File: src/rtl/place_cmd_sched_pkg.sv
// Shared types for the placement command scheduler: command format, op codes, FSM states.
package place_pkg;

  localparam int unsigned CMD_W = 27;

  typedef enum logic [1:0] {
    ADD_IMG = 2'd0,
    REM_IMG = 2'd1,
    ADD_FNT = 2'd2,
    OP_RSVD = 2'd3
  } op_t;

  typedef struct packed {
    op_t        op;
    logic [5:0] indx;
    logic [9:0] xloc;
    logic [8:0] yloc;
  } place_cmd_t;

  typedef enum logic [1:0] {
    S_IDLE,
    S_ISSUE,
    S_HOLD,
    S_WAIT
  } sched_state_t;

endpackage

File: src/rtl/place_cmd_sched_cmd_fifo.sv
// Command FIFO: single-cycle push/pop, head presented combinationally, sync active-high reset.
module cmd_fifo
  import place_pkg::*;
#(
  parameter int unsigned DEPTH = 8,
  parameter int unsigned CNTW  = $clog2(DEPTH) + 1
) (
  input  logic             clk,
  input  logic             rst,
  input  logic             push,
  input  logic [CMD_W-1:0] push_data,
  input  logic             pop,
  output logic [CMD_W-1:0] head,
  output logic             full,
  output logic             empty,
  output logic [CNTW-1:0]  count
);

  localparam int unsigned AW = $clog2(DEPTH);

  logic [CMD_W-1:0] mem_q [DEPTH];
  logic [AW-1:0]    wr_ptr_q, wr_ptr_d;
  logic [AW-1:0]    rd_ptr_q, rd_ptr_d;
  logic [CNTW-1:0]  cnt_q, cnt_d;
  logic             do_push, do_pop;

  assign full    = (cnt_q == CNTW'(DEPTH));
  assign empty   = (cnt_q == '0);
  assign count   = cnt_q;
  assign head    = mem_q[rd_ptr_q];
  assign do_push = push & ~full;
  assign do_pop  = pop & ~empty;

  always_comb begin
    wr_ptr_d = wr_ptr_q;
    rd_ptr_d = rd_ptr_q;
    cnt_d    = cnt_q;
    if (do_push) wr_ptr_d = wr_ptr_q + AW'(1);
    if (do_pop)  rd_ptr_d = rd_ptr_q + AW'(1);
    if (do_push && !do_pop)      cnt_d = cnt_q + CNTW'(1);
    else if (do_pop && !do_push) cnt_d = cnt_q - CNTW'(1);
  end

  always_ff @(posedge clk) begin
    if (rst) begin
      wr_ptr_q <= '0;
      rd_ptr_q <= '0;
      cnt_q    <= '0;
    end else begin
      wr_ptr_q <= wr_ptr_d;
      rd_ptr_q <= rd_ptr_d;
      cnt_q    <= cnt_d;
    end
  end

  // Storage needs no reset: pointers and count define what is valid.
  always_ff @(posedge clk) begin
    if (do_push) mem_q[wr_ptr_q] <= push_data;
  end

endmodule

File: src/rtl/place_cmd_sched.sv
// Round-robin command scheduler feeding the placement engine one start pulse at a time.
// Optional macro VBLANK_GATE_EN adds a vblank input that gates popping in S_IDLE.
module place_cmd_sched
  import place_pkg::*;
#(
  parameter int unsigned DEPTH = 8,
  parameter int unsigned CNTW  = $clog2(DEPTH) + 1
) (
  input  logic            clk,
  input  logic            rst,
  input  logic            a_vld,
  input  logic [26:0]     a_cmd,
  output logic            a_rdy,
  input  logic            b_vld,
  input  logic [26:0]     b_cmd,
  output logic            b_rdy,
  input  logic            pb_busy,
`ifdef VBLANK_GATE_EN
  input  logic            vblank,
`endif
  output logic            add_img,
  output logic            rem_img,
  output logic            add_fnt,
  output logic [4:0]      image_indx,
  output logic [5:0]      fnt_indx,
  output logic [9:0]      xloc,
  output logic [8:0]      yloc,
  output logic [CNTW-1:0] fifo_cnt,
  output logic            sched_idle,
  output logic            err_op,
  input  logic            err_clr
);

  sched_state_t state_q, state_d;
  op_t          op_q, op_d;
  logic [5:0]   indx_q, indx_d;
  logic [9:0]   xloc_q, xloc_d;
  logic [8:0]   yloc_q, yloc_d;
  logic         last_a_q, last_a_d;
  logic         err_q, err_d;
  logic         err_set;

  logic         grant_a, grant_b, push, pop, full, empty, gate;
  logic [26:0]  push_data, head_raw;
  place_cmd_t   head;

`ifdef VBLANK_GATE_EN
  assign gate = vblank;
`else
  assign gate = 1'b1;
`endif

  cmd_fifo #(.DEPTH(DEPTH), .CNTW(CNTW)) u_fifo (
    .clk       (clk),
    .rst       (rst),
    .push      (push),
    .push_data (push_data),
    .pop       (pop),
    .head      (head_raw),
    .full      (full),
    .empty     (empty),
    .count     (fifo_cnt)
  );

  assign head = place_cmd_t'(head_raw);

  // last_a_q low means B was granted last (or reset), so A wins a tie.
  always_comb begin
    grant_a   = a_vld & (~b_vld | ~last_a_q);
    grant_b   = b_vld & ~grant_a;
    a_rdy     = grant_a & ~full;
    b_rdy     = grant_b & ~full;
    push      = a_rdy | b_rdy;
    push_data = a_rdy ? a_cmd : b_cmd;
    last_a_d  = push ? a_rdy : last_a_q;
  end

  always_comb begin
    state_d = state_q;
    op_d    = op_q;
    indx_d  = indx_q;
    xloc_d  = xloc_q;
    yloc_d  = yloc_q;
    pop     = 1'b0;
    err_set = 1'b0;
    add_img = 1'b0;
    rem_img = 1'b0;
    add_fnt = 1'b0;
    unique case (state_q)
      S_IDLE: begin
        if (!empty && !pb_busy && gate) begin
          pop    = 1'b1;
          op_d   = head.op;
          indx_d = head.indx;
          xloc_d = head.xloc;
          yloc_d = head.yloc;
          if (head.op == OP_RSVD) err_set = 1'b1;
          else                    state_d = S_ISSUE;
        end
      end
      S_ISSUE: begin
        case (op_q)
          ADD_IMG: add_img = 1'b1;
          REM_IMG: rem_img = 1'b1;
          ADD_FNT: add_fnt = 1'b1;
          default: ;
        endcase
        state_d = S_HOLD;
      end
      S_HOLD:  state_d = S_WAIT;
      S_WAIT:  if (!pb_busy) state_d = S_IDLE;
      default: state_d = S_IDLE;
    endcase
    err_d = err_set | (err_q & ~err_clr);
  end

  always_ff @(posedge clk) begin
    if (rst) begin
      state_q  <= S_IDLE;
      op_q     <= ADD_IMG;
      indx_q   <= '0;
      xloc_q   <= '0;
      yloc_q   <= '0;
      last_a_q <= 1'b0;
      err_q    <= 1'b0;
    end else begin
      state_q  <= state_d;
      op_q     <= op_d;
      indx_q   <= indx_d;
      xloc_q   <= xloc_d;
      yloc_q   <= yloc_d;
      last_a_q <= last_a_d;
      err_q    <= err_d;
    end
  end

  assign image_indx = indx_q[4:0];
  assign fnt_indx   = indx_q;
  assign xloc       = xloc_q;
  assign yloc       = yloc_q;
  assign err_op     = err_q;
  assign sched_idle = empty & (state_q == S_IDLE);

endmodule

File: config.mk
export PLATFORM = sky130hd
export DESIGN_NAME = place_cmd_sched
export DESIGN_NICKNAME = d
export VERILOG_FILES = /design/src/rtl/place_cmd_sched_pkg.sv /design/src/rtl/place_cmd_sched_cmd_fifo.sv /design/src/rtl/place_cmd_sched.sv
export SDC_FILE = /design/constraint.sdc
export NUM_CORES = 1
export LEC_CHECK = 0
export CAP_MARGIN = 20
export CORE_UTILIZATION = 55
export CTS_BUF_LIST = sky130_fd_sc_hd__clkbuf_8
export DETAILED_ROUTE_END_ITERATION = 8
export PLACE_DENSITY_LB_ADDON = 0.3
export SKIP_LAST_GASP = 1
export SLEW_MARGIN = 20
export SYNTH_ARGS = -nofsm -noshare
export SYNTH_HDL_FRONTEND = slang
export SYNTH_HIERARCHICAL = 1
export SYNTH_SLANG_ARGS = --single-unit
File: constraint.sdc
create_clock -name clk -period 6.2 [get_ports clk]
set_input_delay 1.55 -clock clk [delete_from_list [all_inputs] [get_ports clk]]
set_output_delay 1.55 -clock clk [all_outputs]
set_load 0.05 [all_outputs]
==> results.py <==
metrics = {
    "detailed_routing": {
        "wire_per_inst_um": 20.4,
        "routed-wl-met3_um": 886,
        "wl_met2_um": 10400,
        "wl_um": 20100,
        "dr.max_layer_used": "met4",
        "met1_length_um": 8400,
        "dr.pass1.iters": 5,
        "drc": 0,
        "via_per_inst": 5.57,
        "ant_nets": 0,
        "vias": 5491,
        "drt_iter0_markers": 251,
    },
    "sta": {
        "worst_pin_slew_ns": 1.08,
        "hold_ws_ns": 0.456,
        "slew_headroom_pct": 27.6,
        "slew_violations": 0,
        "setup_viol": 0,
        "skew_ns": 0.0211,
        "worst_slack_ns": 1.42,
        "period_minus_slack_ns": 4.78,
        "hold_viol": 0,
        "clock.fmax_ghz": 0.209,
        "rsz0062_at_grt": "false",
        "fin_setup_tns_ns": 0,
        "timing.final.crit_share_pct": 77.1,
    },
    "global_route": {
        "antenna_found_initial": 0,
        "grt_pass1_wl_um": 31000,
        "grt_pass1_vias": 5741,
        "grt_use_total_pct": 21.0,
        "grt_max_degree": 55,
        "globalRouteOverflowTotal": 0,
    },
    "floorplan": {
        "core_area_um2": 18800,
        "dieArea_um2": 19900,
        "initial_utilization_pct": 56.5,
        "die-height_um": 141,
        "die_x_um": 141,
        "io_pins": 101,
        "fp-row-count": 50,
    },
    "layout": {
        "diodes": 0,
        "utilization_pct": 67.0,
        "final_nets": 768,
        "fill_cells": 1225,
        "layout-drive-gt1-share_pct": 19.8,
        "fin_area_um2": 12600,
        "area_delta_synth_final_pct": 18.5,
    },
    "yosys": {
        "synth_edf_count": 216,
        "synth_top_cell_area_share_pct": 60.9,
        "synth-seq-cells": 260,
        "ys_async_sr_fraction_pct": 0,
        "syn_avg_cell_area_um2": 18.5,
        "syn-cell-area_um2": 10600,
        "yosys-top-cells-count": "216 x edfxtp_1, 57 x nand2_1, 55 x mux2_2, 54 x mux4_1, 44 x dfxtp_1",
        "synth_cells": 577,
        "synth_cell_types": 41,
        "ys_top_cells_by_area": "edfxtp_1 61%, mux4_1 13%, dfxtp_1 8.3%",
        "yosys.area.top_type": "edfxtp_1",
        "synth_nets": 648,
        "yosys_warnings": 6,
        "ys.flop_type": "edfxtp_1",
        "yosysMostFrequentCell": "edfxtp_1",
        "ys_seq_area_share_pct": 69.2,
    },
    "flow_run": {
        "maxCapViolCount": 0,
    },
    "setup_path": {
        "crit_family": "buffers and inverters",
        "path_buf_inv": 3,
        "crit_slowest_cell": "clkdlybuf4s50_1",
        "critPathMaxFanout": 3,
        "r2r-end": "u_fifo/count[3]",
        "crit_required_ns": 4.65,
        "max_stage_delay_ns": 0.80,
        "ff2ff_setup_slack_ns": 2.53,
        "cp_cell_sequence": "clkdlybuf4s50_1 > nor2b_1 > nand2_2 > inv_1 > clkdlybuf4s50_1",
        "rr_worst_depth": 12,
        "cp-start-kind": "input port",
        "endpoint_kind": "output pin",
        "regToRegStartpoint": "u_fifo/count[1]",
        "arrival_ns": 3.23,
        "crit_top_cell": "clkdlybuf4s50_1",
        "path_class": "in2out",
    },
    "clock_network": {
        "cts_inserted_buffers": 41,
        "clkSlewWorstSetupHoldPaths_ns": 0.06,
        "root_buffer": "clkbuf_8",
        "cts.sink_count": 260,
        "cts_tree": "yes",
        "post-cts-setup-buffers": 0,
        "clockBufferDepth": 3,
        "cts_resized": 0,
        "clk_latency_ns": 0.53,
        "h-tree-depth": 2,
        "cts_hold_buf": 0,
    },
    "hold_path": {
        "hold_class": "reg2reg",
        "min_to": "fnt_indx[5]",
        "min-delay-start": "fnt_indx[5]",
        "hold_path_depth": 2,
    },
    "power": {
        "leakage_nw": 4.24,
        "ir_worst_vdd_mv": 0.214,
        "powerDensity_nw_per_um2": 421,
    },
    "placed_design": {
        "gp_congestion": 0.712,
        "dp_hpwl_um": 11600,
        "place_area_um2": 11900,
        "portBuffers": 100,
        "post-place-ws_ns": 1.37,
    },
    "status": {
        "status": "finished clean",
    },
}
cells by family after synthesis:
| logic type | after synthesis | share of synthesized area [%] |
|---|---|---|
| flip-flops | 260 | 69.2 |
| AND/OR/NAND/NOR | 105 | 4.39 |
| buffers and inverters | 43 | 2.60 |
| XOR/XNOR | 6 | 0.494 |
| AO/OA/AOI/OAI | 41 | 2.63 |
| multiplexers | 111 | 19.3 |
| adder cells (fa/ha/maj) | 11 | 1.36 |
sequential cells by signal, indices dropped and copies added (netlist names), named ones only:
name and cells:
state_q 2, u_fifo/mem_q 216, u_fifo/rd_ptr_q 3, err_op 1, last_a_q 1, yloc 9
fnt_indx 6, xloc 10, u_fifo/wr_ptr_q 3, op_q 2, u_fifo/count 4
tightest hold or removal path, stage by stage (launching register included):
cell     delay, ns
dfxtp_1       0.31
nand2_1       0.05
a21oi_1       0.05
worst max path at each step:
stage	start	to	slack (ns)	cells past startpoint
final	a_vld	a_rdy	1.42	5
after global routing	a_vld	a_rdy	1.31	5
after CTS	a_vld	a_rdy	1.38	5
after detailed placement	pb_busy	u_fifo/count[3]	1.37	12
after global placement	a_vld	a_rdy	1.41	5
after floorplan	b_vld	u_fifo/mem_q[0][0]	1.30	4
power breakdown:
part | switching, W | internal [W] | total [W]
Combinational | 0.000931 | 0.000673 | 0.00160
Clock | 0.000614 | 0.000693 | 0.00131
Sequential | 0.000152 | 0.00226 | 0.00241
layer usage:
layer  track usage [%]  vias to the layer above
met5                 0                        -
met2              37.4                      168
met4              7.32                        0
met1              26.2                     2754
li1                  -                     2534
met3              3.13                       35
layout by cell type (no fill, tap or decap), drive strengths merged, types with 2 or more instances in the layout:
| master | count |
|---|---|
| a211oi | 2 |
| clkdlybuf4s50 | 99 |
| nor3b | 2 |
| o21ai | 3 |
| nor2b | 3 |
| clkinv | 12 |
| mux4 | 54 |
| nand3 | 2 |
| nand2b | 2 |
| nor2 | 22 |
| ha | 10 |
| nand2 | 62 |
| nor4 | 2 |
| clkbuf | 44 |
| mux2i | 2 |
| dfxtp | 44 |
| a21oi | 32 |
| buf | 11 |
| mux2 | 55 |
| inv | 24 |
| xor2 | 3 |
| xnor2 | 3 |
| nor3 | 4 |
| edfxtp | 216 |
through the flow:
| step | instances | power (W) |
|---|---|---|
| 2_1_floorplan | 577 | 0.00362 |
| 3_3_place_gp | 914 | 0.00397 |
| 3_5_place_dp | 914 | 0.00405 |
| 4_1_cts | 986 | 0.00536 |
| 5_1_grt | 986 | 0.00557 |
| 6_report | 986 | 0.00532 |
layout make-up:
cell class | instances | area [µm²] | share of cell area, %
clock buffers | 44 | 606 | 4.80
clock inverters | 28 | 140 | 1.11
inverters | 10 | 40.0 | 0.317
multi-input cells | 274 | 3070 | 24.3
flip-flops and latches | 260 | 7370 | 58.4
well taps | 260 | 325 | 2.58
repair buffers | 110 | 1070 | 8.49
Power figures use the tool's default switching activity.
